`src/rtl/fpu_pkg.sv`:
```
// Shared FPU definitions: rounding-mode codes, exponent limits, flag bit
// positions and the packed single-precision word layout.
package fpu_pkg;

  localparam logic [2:0] RM_RNE = 3'b000;
  localparam logic [2:0] RM_RTZ = 3'b001;
  localparam logic [2:0] RM_RDN = 3'b010;
  localparam logic [2:0] RM_RUP = 3'b011;
  localparam logic [2:0] RM_RMM = 3'b100;

  localparam int EXP_MAX    = 255;
  localparam int EXP_MAXFIN = 254;

  localparam int FLG_OV = 2;
  localparam int FLG_UF = 1;
  localparam int FLG_NX = 0;

  typedef struct packed {
    logic        sign;
    logic [7:0]  exp;
    logic [22:0] frac;
  } fp32_t;

endpackage

```
`src/rtl/fpu_ovf_result.sv`:
```
// Selects the overflow result (infinity or largest finite) from rounding
// mode and sign; modes outside the defined set behave as round-to-nearest.
module fpu_ovf_result
  import fpu_pkg::*;
(
  input  logic [2:0] rmode,
  input  logic       sign,
  output fp32_t      result
);

  logic use_inf;

  // NOTE: every signal written in a combinational block gets a default first,
  // so no path can leave it unassigned and infer a latch.
  always_comb begin
    use_inf = 1'b1;
    case (rmode)
      RM_RTZ:  use_inf = 1'b0;
      RM_RDN:  use_inf = sign;
      RM_RUP:  use_inf = ~sign;
      default: use_inf = 1'b1;
    endcase
  end

  always_comb begin
    result.sign = sign;
    if (use_inf) begin
      result.exp  = 8'(EXP_MAX);
      result.frac = '0;
    end else begin
      result.exp  = 8'(EXP_MAXFIN);
      result.frac = '1;
    end
  end

endmodule

```
`src/rtl/fpu_round_pack.sv`:
```
// Post-rounding exponent adjust and IEEE-754 single pack, two-stage
// valid/ready pipeline. Define FPU_STICKY_FLAGS_EN for accumulated flags.
module fpu_round_pack
  import fpu_pkg::*;
#(
  parameter int EXP_W = 10
) (
  input  logic                    clk,
  input  logic                    rst_n,
  input  logic                    in_valid,
  output logic                    in_ready,
  input  logic                    in_sign,
  input  logic signed [EXP_W-1:0] in_exp,
  input  logic [23:0]             in_mant,
  input  logic                    in_ovf_rnd,
  input  logic                    in_inexact,
  input  logic [2:0]              in_rmode,
  output logic                    out_valid,
  input  logic                    out_ready,
  output logic [31:0]             out_result,
  output logic [2:0]              out_flags
`ifdef FPU_STICKY_FLAGS_EN
  ,
  input  logic                    flags_clr,
  output logic [2:0]              sticky_flags
`endif
);

  // One extra bit so in_exp+1 cannot wrap at the top of the range.
  typedef logic signed [EXP_W:0] exp_t;
  localparam exp_t E_OVF = exp_t'(EXP_MAX);

  exp_t        e_adj;
  logic [22:0] frac_adj;
  logic        ov_adj, neg_adj, uf_adj;

  logic        s1_valid, s1_sign, s1_ov, s1_neg, s1_uf, s1_nx;
  logic [7:0]  s1_exp;
  logic [22:0] s1_frac;
  logic [2:0]  s1_rmode;
  logic        s2_valid;
  logic        s2_adv;

  fp32_t       ovf_word;
  fp32_t       pack_word;
  logic [2:0]  pack_flags;

  assign s2_adv    = !s2_valid || out_ready;
  assign in_ready  = !s1_valid || s2_adv;
  assign out_valid = s2_valid;

  always_comb begin
    e_adj    = exp_t'(in_exp);
    frac_adj = in_mant[22:0];
    if (in_ovf_rnd) begin
      e_adj    = exp_t'(in_exp) + exp_t'(1);
      frac_adj = in_mant[23:1];
    end else if (in_exp == '0 && in_mant[23]) begin
      e_adj = exp_t'(1);
    end
  end

  assign ov_adj  = (e_adj >= E_OVF);
  assign neg_adj = e_adj[EXP_W];
  assign uf_adj  = neg_adj || (e_adj == '0 && in_inexact);

  // NOTE: the datapath registers are reset along with the valids so that
  // out_result/out_flags read as zero after reset, not just stale-but-invalid.
  always_ff @(posedge clk or negedge rst_n) begin
    if (!rst_n) begin
      s1_valid <= 1'b0;
      s1_sign  <= 1'b0;
      s1_exp   <= '0;
      s1_frac  <= '0;
      s1_ov    <= 1'b0;
      s1_neg   <= 1'b0;
      s1_uf    <= 1'b0;
      s1_nx    <= 1'b0;
      s1_rmode <= RM_RNE;
    end else if (in_ready) begin
      // NOTE: sequential state uses non-blocking assignment so every register
      // samples pre-edge values regardless of statement order.
      s1_valid <= in_valid;
      if (in_valid) begin
        s1_sign  <= in_sign;
        s1_exp   <= e_adj[7:0];
        s1_frac  <= frac_adj;
        s1_ov    <= ov_adj;
        s1_neg   <= neg_adj;
        s1_uf    <= uf_adj;
        s1_nx    <= in_inexact;
        s1_rmode <= in_rmode;
      end
    end
  end

  fpu_ovf_result u_ovf (
    .rmode  (s1_rmode),
    .sign   (s1_sign),
    .result (ovf_word)
  );

  always_comb begin
    pack_word  = '{sign: s1_sign, exp: s1_exp, frac: s1_frac};
    pack_flags = '0;
    if (s1_ov) begin
      pack_word          = ovf_word;
      pack_flags[FLG_OV] = 1'b1;
      pack_flags[FLG_NX] = 1'b1;
    end else if (s1_neg) begin
      pack_word          = '{sign: s1_sign, exp: '0, frac: '0};
      pack_flags[FLG_UF] = 1'b1;
      pack_flags[FLG_NX] = 1'b1;
    end else begin
      pack_flags[FLG_UF] = s1_uf;
      pack_flags[FLG_NX] = s1_nx;
    end
  end

  always_ff @(posedge clk or negedge rst_n) begin
    if (!rst_n) begin
      s2_valid   <= 1'b0;
      out_result <= '0;
      out_flags  <= '0;
    end else if (s2_adv) begin
      s2_valid <= s1_valid;
      if (s1_valid) begin
        out_result <= pack_word;
        out_flags  <= pack_flags;
      end
    end
  end

`ifdef FPU_STICKY_FLAGS_EN
  logic out_xfer;
  assign out_xfer = s2_valid && out_ready;

  // A clear coinciding with a transfer keeps that transfer's flags.
  always_ff @(posedge clk or negedge rst_n) begin
    if (!rst_n) begin
      sticky_flags <= '0;
    end else if (flags_clr) begin
      sticky_flags <= out_xfer ? out_flags : 3'b000;
    end else if (out_xfer) begin
      sticky_flags <= sticky_flags | out_flags;
    end
  end
`endif

endmodule

```
`config.mk`:
```
export PLATFORM = sky130hd
export DESIGN_NAME = fpu_round_pack
export DESIGN_NICKNAME = d
export VERILOG_FILES = /design/src/rtl/fpu_pkg.sv /design/src/rtl/fpu_ovf_result.sv /design/src/rtl/fpu_round_pack.sv
export SDC_FILE = /design/constraint.sdc
export NUM_CORES = 1
export LEC_CHECK = 0
export ABC_AREA = 1
export BUFFER_PORTS_ARGS = -buffer_cell sky130_fd_sc_hd__buf_4
export CELL_PAD_IN_SITES_DETAIL_PLACEMENT = 1
export CELL_PAD_IN_SITES_GLOBAL_PLACEMENT = 1
export CORE_UTILIZATION = 39
export DETAILED_ROUTE_END_ITERATION = 8
export PLACE_DENSITY = 0.75
export SLEW_MARGIN = 20
export SYNTH_ARGS = -nofsm -noshare
export SYNTH_HDL_FRONTEND = slang
export SYNTH_HIERARCHICAL = 1
export SYNTH_SLANG_ARGS = --single-unit
export TNS_END_PERCENT = 100
```
`constraint.sdc`:
```
create_clock -name clk -period 2.15 [get_ports clk]
set_clock_uncertainty 0.05 [all_clocks]
set_input_delay 0 -clock clk [delete_from_list [all_inputs] [get_ports clk]]
set_output_delay 0 -clock clk [all_outputs]
set_load 0.05 [all_outputs]
```
==> impl_metrics.env <==
export IMPL_status="completed"
export IMPL_hold_viol=0
export IMPL_route_detailed_drc=0
export IMPL_fmaxAchievable_mhz=493.9
export IMPL_clockBufferDepth=2
export IMPL_power_static_leakage_nw=2.427
export IMPL_drive_gt1_share_pct=21.08
export IMPL_pwr_share_clk_pct=20.6
export IMPL_ant_nets=0
export IMPL_cts_reportedPaths_clkPinSlew_ns=0.08
export IMPL_clock_tree_root_cell="clkbuf_8"
export IMPL_routabilityCongestion=0.7667
export IMPL_max_slew_margin_pct=62.66
export IMPL_final_fill_count=1206
export IMPL_setup_viol_count_final=0
export IMPL_ff_latch_area_sq_mm=0.001902
export IMPL_die_y_microns=101.8
export IMPL_intPower_mw=2.959
export IMPL_antenna_cells_inserted=0
export IMPL_post_drt_via_cell_ratio=4.894
export IMPL_top_library_cells_by_usage_in_the_layout_fill_and_taps_aside="142 x nand2_1, 88 x buf_4, 76 x dfrtp_1, 47 x dlygate4sd3_1, 45 x nor2_1"
export IMPL_area_growth_from_synthesis_to_layout_pct=30.94
export IMPL_worst_ir_drop_on_vdd_mv=0.3480
export IMPL_timing_critical_path_cells="nand3_1 > nand2_2 > inv_2 > buf_12 > nor2_1 > a31oi_1 > dlygate4sd3_1"
export IMPL_effective_utilization_at_floorplan_pct=39.94
export IMPL_critPathLaunchType="register"
export IMPL_post_synth_main_area_contributors="dfrtp_1 49%, nand2_1 14%, a22oi_1 6.0%, buf_4 6.0%, o21ai_0 5.0%"
export IMPL_kind_of_critical_path="register to register"
export IMPL_dominant_cell_type_by_area_after_synthesis="dfrtp_1"
export IMPL_count_of_state_elements_after_synthesis=76
export IMPL_dr_total_vias=3460
export IMPL_power_switching_mw=2.053
export IMPL_ys_warnings_count=6
export IMPL_power_density_mw_per_mm2=985.0
export IMPL_avgRoutedWirePerCell_microns=14.41
export IMPL_mostFrequentLayoutCell="nand2_1"
export IMPL_insertion_delay_to_the_later_sink_of_the_worst_skew_pair_ns=0.34
export IMPL_required_ns=2.38
export IMPL_wire_length_of_the_first_global_routing_pass_microns=16840
export IMPL_pin_count_of_the_biggest_net_entering_global_routing=43
export IMPL_core_sq_mm=0.009729
export IMPL_hold_path_class="primary input to register"
export IMPL_drt_iter0_markers=156
export IMPL_vias_in_the_first_global_route=3404
export IMPL_postSynthAreaPerCell_sq_um=8.216
export IMPL_cts_buffers_inserted=9
export IMPL_postRouteWirelength_microns=10190
export IMPL_fin_nets=616
export IMPL_critical_path_slowest_cell="dlygate4sd3_1"
export IMPL_antenna_found_initial=0
export IMPL_setup_crit_end_kind="register"
export IMPL_power_share_combinational_pct=40.1
export IMPL_hpwl_microns=7006
export IMPL_largest_fanout_on_the_critical_path=25
export IMPL_rsz0062_at_grt="no"
export IMPL_placementRows=36
export IMPL_area_fraction_of_the_dominant_cell_type_after_synthesis_pct=48.94
export IMPL_slew_violations=0
export IMPL_fp_dieArea_sq_mm=0.01037
export IMPL_synthDistinctLibCells=32
export IMPL_timing_critical_path_slowest_cell_delay_ns=0.58
export IMPL_number_of_maximum_capacitance_constraint_violations=0
export IMPL_io_pins=81
export IMPL_synth_area_sq_mm=0.003886
export IMPL_period_share_pct=94.17
export IMPL_yosysSeqAreaShare_pct=48.94
export IMPL_tritoncts_clock_tree="built"
export IMPL_htree_num_levels=3
export IMPL_die_width_microns=101.8
export IMPL_input_output_buffers=80
export IMPL_multi_input_area_sq_mm=0.001587
export IMPL_clock_sink_count=76
export IMPL_p_seq_share_pct=39.3
export IMPL_grt_overflow_total=0
export IMPL_arrival_time_of_the_worst_setup_path_ns=2.25
export IMPL_power_mw=5.012
export IMPL_power_switching_share_pct=40.95
export IMPL_drt_pass1_iter_count=4
export IMPL_layout_min_cycle_time_ns=2.025
export IMPL_finalSetupTns_ns=0
export IMPL_synthesis_instances=473
export IMPL_track_usage_pct=20.99
export IMPL_worst_slew_pin_slew_ns=0.5601
cell usage after synthesis:
| master | number |
|---|---|
| xor2_1 | 2 |
| a21oi_1 | 1 |
| dfrtp_1 | 76 |
| a21oi_2 | 1 |
| inv_1 | 17 |
| nor3_1 | 2 |
| o21bai_2 | 1 |
| nor2_2 | 1 |
| a22oi_1 | 31 |
| nand2_4 | 1 |
| clkbuf_1 | 14 |
| ha_1 | 2 |
| nand4_1 | 1 |
| o31ai_1 | 1 |
| conb_1 | 1 |
| a31oi_1 | 25 |
| buf_2 | 10 |
| nand3b_1 | 1 |
| buf_1 | 1 |
| and3_1 | 1 |
| buf_4 | 31 |
| nand3_2 | 1 |
| o21ai_0 | 39 |
| nor2_4 | 3 |
| inv_2 | 3 |
| nor2_1 | 46 |
| buf_6 | 1 |
| nand3_1 | 11 |
| nand2_1 | 143 |
| nand2_2 | 3 |
| o21ai_1 | 1 |
| xnor2_2 | 1 |
cell type report:
cell class | count | share of cell area, %
flip-flops and latches | 76 | 37.37
repair buffers | 137 | 23.01
clock inverters | 1 | 0.09835
multi-input cells | 326 | 31.18
well taps | 133 | 3.270
clock buffers | 14 | 3.590
inverters | 20 | 1.475
state kept, by name (all words and copies together) (netlist names):
| register | count |
|---|---|
| out_result | 32 |
| s1_frac | 23 |
| s1_exp | 8 |
| out_flags | 3 |
| s1_rmode | 3 |
| out_valid | 1 |
| s1_neg | 1 |
| s1_nx | 1 |
| s1_ov | 1 |
| s1_sign | 1 |
| s1_uf | 1 |
| s1_valid | 1 |
per-layer routing:
metal / vias up / share of wire [%] / track usage [%]
met4: 0 / 1.1 / 6.593
met1: 1655 / 51 / 31.87
met5: - / 0 / 0
li1: 1719 / - / -
met2: 77 / 44 / 31.24
met3: 9 / 3.5 / 2.531
worst max-delay path, delay by kind of cell (launching register included):
family | cells | cell delay [ns]
AND/OR/NAND/NOR | 3 | 0.28
buffers and inverters | 3 | 1.07
AO/OA/AOI/OAI | 1 | 0.15
flip-flops | 1 | 0.40
power groups by stage:
| stage | clock network [mW] | registers [mW] | logic [mW] |
|---|---|---|---|
| 3_5_place_dp | 0 | 2.00 | 1.90 |
| 5_1_grt | 1.12 | 2.01 | 2.16 |
| 6_report | 1.03 | 1.97 | 2.01 |
| 3_3_place_gp | 0 | 1.98 | 1.86 |
| 4_1_cts | 1.06 | 1.97 | 2.01 |
| 2_1_floorplan | 0 | 2.65 | 0.698 |
repair_timing:
| item | 4_1_cts | 5_1_grt |
|---|---|---|
| buffers inserted | 0 | 0 |
| gates resized for setup | 0 | 0 |
| hold buffers | 47 | 0 |
| hold endpoints to repair | 75 | 0 |
worst paths after layout:
kind / slack, ns / cells past startpoint / startpoint / to
max: 0.13 / 7 / out_valid / s1_frac[16]
min: 0.03 / 5 / in_exp[8] / s1_ov
max reg2reg: 0.13 / 7 / out_valid / s1_frac[16]
min reg2reg: 0.43 / 2 / out_flags[2] / out_flags[2]
max in group asynchronous: 1.22 / 3 / rst_n / out_result[22]
min in group asynchronous: 0.14 / 2 / rst_n / out_result[12]
kinds of logic (layout without fill, tap and decap cells):
group	count (synthesis)	count (layout)	share of synthesized area, %
AOI/OAI and AO/OA	100	100	16.00
other	1	7	0.09649
xor gates and xnor gates	3	3	0.8695
DFF	76	76	48.94
buffers and inverters	77	172	10.95
and+or+nand+nor	214	214	22.51
adders and majority gates	2	2	0.6438
per-stage QoR:
| stage | instance area (sq um) | hold WS, ns | std cells | worst slack [ns] | utilization, % |
|---|---|---|---|---|---|
| final | 5089 | 0.02835 | 707 | 0.1254 | 52.30 |
| after global routing | 5089 | 0.04296 | 707 | 0.02996 | 52.30 |
| after CTS | 5089 | 0.02166 | 707 | 0.1682 | 52.30 |
| after detailed placement | 4431 | -0.02158 | 645 | 0.6328 | 45.54 |
| after global placement | 4431 | -0.02784 | 645 | 0.7243 | 45.54 |
| after floorplan | 3909 | -0.3456 | 479 | 0.06914 | - |
Power figures use the tool's default switching activity.
